## src/rtl/fp_exec_sequencer.sv

```systemverilog
// fp_exec_sequencer
//   Drives the shared multi-cycle FPU for ADD_S/SUB_S/MUL_S/DIV_S. It takes one
//   op from decode, holds the FPU operands steady for the op's latency, stalls
//   the pipeline meanwhile, then issues a single-cycle FP register writeback.
//   The writeback waits while the pipeline is frozen by ext_stall_i.
//
// Ports
//   clk_i, rst_b_i        clock (rising edge), synchronous active-low reset
//   issue_*_i             op, destination and operands from decode
//   kill_i                flush; aborts any in-flight op
//   ext_stall_i           pipeline frozen (cache miss)
//   fpu_result_i          FPU result, valid in the last RUN cycle
//   fpu_start_o           pulse in the first RUN cycle
//   fpu_op/a/b_o          latched op and operands, stable until next accept
//   stall_req_o, busy_o   freeze request, sequencer not idle
//   wb_valid/addr/data_o  FP register-file write port
//   stall_cycles_o        saturating count of stall_req_o cycles
//
// state  | meaning
// IDLE   | waiting for an FP op from decode
// RUN    | op in flight, counting down its latency
// WB     | result ready, waiting to write back
module fp_exec_sequencer #(
  parameter int LAT_ADD = 2,
  parameter int LAT_MUL = 4,
  parameter int LAT_DIV = 12,
  parameter int CNT_W   = 4
) (
  input  logic        clk_i,
  input  logic        rst_b_i,
  input  logic        issue_valid_i,
  input  logic [1:0]  issue_op_i,
  input  logic [4:0]  issue_fd_i,
  input  logic [31:0] issue_a_i,
  input  logic [31:0] issue_b_i,
  input  logic        kill_i,
  input  logic        ext_stall_i,
  input  logic [31:0] fpu_result_i,
  output logic        fpu_start_o,
  output logic [1:0]  fpu_op_o,
  output logic [31:0] fpu_a_o,
  output logic [31:0] fpu_b_o,
  output logic        stall_req_o,
  output logic        busy_o,
  output logic        wb_valid_o,
  output logic [4:0]  wb_addr_o,
  output logic [31:0] wb_data_o,
  output logic [15:0] stall_cycles_o
);

  typedef enum logic [1:0] {S_IDLE, S_RUN, S_WB} state_e;

  localparam logic [CNT_W-1:0] CNT_ADD = CNT_W'(LAT_ADD - 1);
  localparam logic [CNT_W-1:0] CNT_MUL = CNT_W'(LAT_MUL - 1);
  localparam logic [CNT_W-1:0] CNT_DIV = CNT_W'(LAT_DIV - 1);

  state_e             state_q, state_d;
  logic [CNT_W-1:0]   cnt_q;
  logic [CNT_W-1:0]   cnt_init;
  logic [1:0]         op_q;
  logic [4:0]         fd_q;
  logic [31:0]        a_q, b_q, res_q;
  logic               start_q;
  logic [15:0]        stall_cnt_q;
  logic               accept;

  assign accept = (state_q == S_IDLE) && issue_valid_i && !kill_i;

  // Sub shares the adder latency.
  always_comb begin
    cnt_init = CNT_ADD;
    case (issue_op_i)
      2'b10:   cnt_init = CNT_MUL;
      2'b11:   cnt_init = CNT_DIV;
      default: cnt_init = CNT_ADD;
    endcase
  end

  // State register
  always_ff @(posedge clk_i) begin
    if (!rst_b_i) state_q <= S_IDLE;
    else          state_q <= state_d;
  end

  // Next-state logic
  always_comb begin
    state_d = state_q;
    case (state_q)
      S_IDLE: if (accept) state_d = S_RUN;
      S_RUN: begin
        if (kill_i)              state_d = S_IDLE;
        else if (cnt_q == '0)    state_d = S_WB;
      end
      S_WB: if (kill_i || !ext_stall_i) state_d = S_IDLE;
      default: state_d = S_IDLE;
    endcase
  end

  // Datapath registers
  always_ff @(posedge clk_i) begin
    if (!rst_b_i) begin
      cnt_q       <= '0;
      op_q        <= '0;
      fd_q        <= '0;
      a_q         <= '0;
      b_q         <= '0;
      res_q       <= '0;
      start_q     <= 1'b0;
      stall_cnt_q <= '0;
    end else begin
      // Flag marks the first RUN cycle for the FPU start pulse.
      start_q <= accept;
      if (accept) begin
        op_q  <= issue_op_i;
        fd_q  <= issue_fd_i;
        a_q   <= issue_a_i;
        b_q   <= issue_b_i;
        cnt_q <= cnt_init;
      end
      if (state_q == S_RUN && !kill_i) begin
        if (cnt_q == '0) res_q <= fpu_result_i;
        else             cnt_q <= cnt_q - 1'b1;
      end
      if (stall_req_o && stall_cnt_q != 16'hFFFF)
        stall_cnt_q <= stall_cnt_q + 16'd1;
    end
  end

  // Outputs
  always_comb begin
    fpu_start_o    = start_q;
    fpu_op_o       = op_q;
    fpu_a_o        = a_q;
    fpu_b_o        = b_q;
    busy_o         = (state_q != S_IDLE);
    stall_req_o    = (state_q == S_RUN) || (state_q == S_WB && ext_stall_i);
    wb_valid_o     = (state_q == S_WB) && !ext_stall_i && !kill_i;
    wb_addr_o      = fd_q;
    wb_data_o      = res_q;
    stall_cycles_o = stall_cnt_q;
  end

endmodule

```

## config.mk

```make
export PLATFORM = sky130hd
export DESIGN_NAME = fp_exec_sequencer
export DESIGN_NICKNAME = d
export VERILOG_FILES = /design/src/rtl/fp_exec_sequencer.sv
export SDC_FILE = /design/constraint.sdc
export NUM_CORES = 1
export LEC_CHECK = 0
export ABC_AREA = 1
export BUFFER_PORTS_ARGS = -buffer_cell sky130_fd_sc_hd__buf_4
export CORE_MARGIN = 4
export CORE_UTILIZATION = 42
export CTS_CLUSTER_SIZE = 24
export DETAILED_ROUTE_END_ITERATION = 10
export PLACE_DENSITY = 0.77
export RECOVER_POWER = 50
export SLEW_MARGIN = 0
export SYNTH_ARGS = -nofsm -noshare
export SYNTH_HDL_FRONTEND = slang
export SYNTH_SLANG_ARGS = --single-unit
export TNS_END_PERCENT = 30
```

## constraint.sdc

```tcl
create_clock -name clk_i -period 1.5 [get_ports clk_i]
set_clock_uncertainty 0.2 [all_clocks]
set_input_delay 0.3 -clock clk_i [delete_from_list [all_inputs] [get_ports clk_i]]
set_output_delay 0.3 -clock clk_i [all_outputs]
set_load 0.02 [all_outputs]
```

# After elaboration in Yosys (flattened, before gate mapping)
# Index checks and enable logic that the tools add are counted.
word_totals:
  reg_bits: 126
  inputBits: 108
  elab_cells: 44
op_classes:
  add_sub_neg: 2
  n_eq_ne: 8
  n_mux: 9
  n_reduce_logical: 16
op_table:
  columns: ["cell", "count"]
  rows:
  - ["adder 16 x 1 -> 16 bit, second input constant", 1]
  - ["inequality test 16 bit, second input constant", 1]
  - ["two-way mux 4 bit", 3]
  - ["two-way mux 2 bit", 4]
  - ["case mux 4 bit (2 select lines)", 1]
  - ["logical AND 1 bit", 7]
  - ["equality test 2 bit, second input constant", 3]
  - ["case mux 2 bit (3 select lines)", 1]
  - ["logical NOT 4 bit", 1]
  - ["inequality test 2 bit, second input constant", 2]
  - ["subtractor 4 x 1 -> 4 bit, second input constant", 1]
  - ["inequality test 3 bit, second input constant", 1]
  - ["AND reduction 3 bit", 1]
  - ["equality test 2 x 1 -> 1 bit, second input constant", 1]
  - ["logical NOT 1 bit", 2]
  - ["logical NOT 2 bit", 1]
  - ["logical OR 1 bit", 2]
  - ["AND reduction 2 bit", 1]
  - ["nonzero test 2 bit", 1]

# Longest topological paths before layout
depth:
  ltp_word: 6
  depth_mapped: 9

# Worst setup path after synthesis
# Ideal clock, no wire load.
synth_path:
  kind: "register -> register"
  start: "register stall_cnt_q[0] (netlist: stall_cycles_o[0])"
  end: "register stall_cnt_q[10] (netlist: stall_cycles_o[10])"
  t_arrival_ps: 1463
  t_required_ps: 1165
  slack_ps: -298
  stages_incl_launch_ff: 10
  period_less_slack_ps: 1798
  path_cell_list: "dfxtp_1 -> ha_1 -> nand2_1 -> nor2_2 -> nand2_2 -> nor2_2 -> nor2_4 -> buf_6 -> nand2_1 -> a21oi_2"
synth_between:
  elab_chain_len: 2
  elab_cells_between_ends: 3
synth_rtl:
  columns: ["item", "line", "text"]
  rows:
  - ["start: declaration", "64", "logic [15:0] stall_cnt_q;"]
  - ["start signal: assignment", "125", "stall_cnt_q <= stall_cnt_q + 16'd1;"]
  - ["branches (longest 2 deep; another with adder 16 x 1 -> 16 bit)", null, null]
# Several ways; the timed one is not identified.
# A chain may end at the register's enable or synchronous reset.

# Worst setup path in the final report
layout_path:
  start: "register state_q[0]"
  end: "output port stall_req_o"
layout_between:
  elab_chain_len: 3
  elab_cells_between_ends: 4
layout_rtl:
  columns: ["item", "line", "text"]
  rows:
  - ["start: declaration", "57", "state_e state_q, state_d;"]
  - ["start signal: assignment", "82", "else state_q <= state_d;"]
  - ["equality test 2 bit", "136", "stall_req_o = (state_q == S_RUN) || (state_q == S_WB && ext_stall_i);"]
  - ["logical AND 1 bit", "136", null]
  - ["logical OR 1 bit (*)", "136", null]
  - ["end: declaration", "43", "output logic stall_req_o,"]
# Every way passes the cells marked *; elsewhere a longest branch is shown, timed or not.

==> summary.txt <==
Outcome
  – Status: finished, violations left
  – Failing checks: negative setup slack

STA
  – TNS Setup: -7199 ps
  – Max Freq: 577.1 MHz
  – RSZ-0062 raised after global routing: true
  – Fin crit period: 1733 ps
  – Hold Vio Cnt, Final: 0
  – Finish-stage setup viols: 125
  – Measured slew at the worst slew-check pin: 265.7 ps
  – Max-slew headroom: 0.8210
  – Period Utilization, post-route: 1.155
  – Max-slew violation count: 0
  – Final worst slack: -232.8 ps

Worst setup path
  – R2r startpoint: state_q[1]$_SDFFE_PN0P_
  – CP Data Required Time: 1000 ps
  – Critical Path Max Stage Delay: 330 ps
  – Worst setup path startpoint: state_q[0]$_SDFFE_PN0P_
  – Crit Path Max Fanout: 3
  – Worst setup EP type: output port
  – WS Path Type: reg2out
  – Worst path slowest cell: dfxtp_2
  – Crit-path most repeated cell: buf_6
  – Worst-path cell chain: inv_2 -> nand2_4 -> o21ai_4 -> buf_6 -> buf_6
  – CP Launch Type: register
  – CP Data Arrival Time: 1230 ps

Logic synthesis
  – Syn_area_per_cell: 7.525 sq um
  – Synth area leaders: dfxtp_1 (52%), nor2_1 (18%), o21ai_0 (10%)
  – Mapped Area: 0.004816 sq mm
  – Synth cell types: 27
  – Synth cell count leaders: nor2_1 (227), dfxtp_1 (126), o21ai_0 (101)
  – Register area share after synthesis: 0.5238
  – Ys flop type: dfxtp_1
  – Most frequent cell after synthesis: nor2_1
  – Synth async-reset ratio: 0
  – Post-synth EDFFs: 0
  – Synth Instances: 640
  – Post-synthesis register bit count: 126
  – Synthesis warning total: 0
  – Net Count, Synth: 750
  – Leading area contributor after synthesis: dfxtp_1
  – Post-synth top area share: 0.5238

Floorplanning
  – I/O pins: 231
  – Die ar.: 0.01324 sq mm
  – Die width: 115.1 um
  – Starting Density: 0.4366
  – Die Span Y: 115.1 um
  – Core ar.: 0.01103 sq mm
  – Row cnt: 38

CTS
  – CTS max path bufs: 2
  – Worst-skew pair later-pin latency: 410 ps
  – Clock sink count: 126
  – CTS H-tree lvls: 4
  – CTS tree: done
  – Worst-path clk slew: 50 ps
  – Total CTS buffers: 17
  – Clk root buf: clkbuf_16

Power
  – Lkg Pwr: 4.084 nW
  – Pwr per Cell Area: 1019 mW/mm^2
  – Max VDD drop: 1024 uV

Detailed routing
  – Vias/cell: 5.076
  – Vias: 5913
  – DRC violation count after routing: 0
  – ANT nets after route: 0
  – Post-DR wirelength/cell: 16.48 um
  – Routed WL: 19200 um
  – 1st-iter DRT viols: 421
  – Pre-antenna DRT Iters: 5

Global routing
  – Largest net degree at the start of global routing: 44
  – First-pass GRT wire length: 29950 um
  – Number of global-route vias before repair: 6118
  – Initial antenna violation count: 0
  – Grt total ovfl: 0
  – Total track usage: 0.2859

Run
  – Max Cap Viol: 0

Cells and area
  – Antenna fix cells: 0
  – Final instance area: 0.008776 sq mm
  – Nets: 1122
  – Fillers: 668
  – Area Growth Syn to Fin: 82.23%
  – Layout cells sized above 1: 0.3678

Placement
  – IO buf count: 230
  – Detail Placement HPWL: 10860 um
  – GP Congestion: 0.8251
  – Placed cell areas: 0.006969 sq mm

Worst hold path
  – Hold Crit Class: in2reg
  – Worst hold start: rst_b_i
-- sequential cells by signal, summed over array words and instances (netlist names) --
name,flops
wb_data_o,32
wb_addr_o,5
stall_cycles_o,16
fpu_b_o,32
state_q,2
cnt_q,4
fpu_op_o,2
fpu_start_o,1
fpu_a_o,32
-- metal layers --
metal,global-route usage,up-vias,routed length (um)
li1,-,2793,-
met2,0.5143,299,9916
met4,0.1502,0,794
met1,0.3026,2749,6909
met3,0.07947,72,1576
met5,0,-,0
-- final cells by class --
type                       instances  area, sq um  area share
clock inverter                     4        25.02    0.002851
clock buffer                      28        528.0     0.06017
timing repair buffer             389         3242      0.3694
inverter                          24        92.59     0.01055
sequential                       126         2555      0.2911
multi-input combinational        454         2158      0.2459
tap                              140        175.2     0.01996
-- placed cells by master (no fill, tap or decap), types with 7 or more instances in the layout --
cell type | Yosys | routed
nand3_1 | 10 | 8
nor2_1 | 227 | 219
a21oi_1 | 12 | 11
buf_6 | 2 | 30
dfxtp_2 | 0 | 14
o21ai_1 | 4 | 7
dlygate4sd3_1 | 0 | 103
nand2_2 | 4 | 11
nand4_1 | 7 | 7
nor2_2 | 5 | 9
o21ai_0 | 101 | 98
dfxtp_1 | 126 | 108
nand2_1 | 60 | 50
buf_4 | 2 | 193
clkbuf_16 | 0 | 19
inv_1 | 22 | 18
clkbuf_2 | 0 | 55
clkbuf_1 | 19 | 7
-- worst max-delay path: cells and delay by family (launching register included) --
family / cells / cell delay (ps)
flip-flops: 1 / 330
buffers and inverters: 3 / 290
AO/OA/AOI/OAI: 1 / 130
AND/OR/NAND/NOR: 1 / 60
-- logic make-up after synthesis --
family,synth area share
AO/OA/AOI/OAI,0.1385
XOR/XNOR,0.01455
adder cells (fa/ha/maj),0.005195
buffers and inverters,0.05430
flip-flops,0.5238
AND/OR/NAND/NOR,0.2637
-- metrics by stage --
step | std cells | utilization | power, mW | setup slack, ps | hold WS [ps]
after floorplan | 640 | - | 4.280 | -40.65 | 234.9
after detailed placement | 1016 | 0.6318 | 4.923 | -195.3 | 262.4
after global placement | 1016 | 0.6318 | 4.890 | -180.8 | 257.3
after CTS | 1163 | 0.7985 | 8.976 | -261.7 | 18.22
final | 1165 | 0.7956 | 8.946 | -232.8 | 32.68
after global routing | 1165 | 0.7956 | 9.285 | -286.4 | 38.80
-- worst paths after layout --
kind	end	slack (ps)	cells after the start
min reg2reg	fpu_op_o[1]$_SDFFE_PN0P_	260	2
max reg2reg	fpu_b_o[26]$_SDFFE_PN0P_	-170	5
min	fpu_a_o[8]$_SDFFE_PN0P_	30	3
max	stall_req_o	-230	5
-- what timing repair did --
item,4_1_cts,5_1_grt
endpoints found under the hold margin,104,0
setup buffers,11,3
resized for setup,40,34
cloned,1,0
endpoints found under the setup margin,130,136
pin swaps,9,7
hold buffers,103,0
-- where the power goes --
group | switching, mW | internal, mW
clock network | 1.44 | 2.38
logic | 0.759 | 0.741
registers | 0.102 | 3.53
No activity file was read; power rests on OpenSTA's default activity.
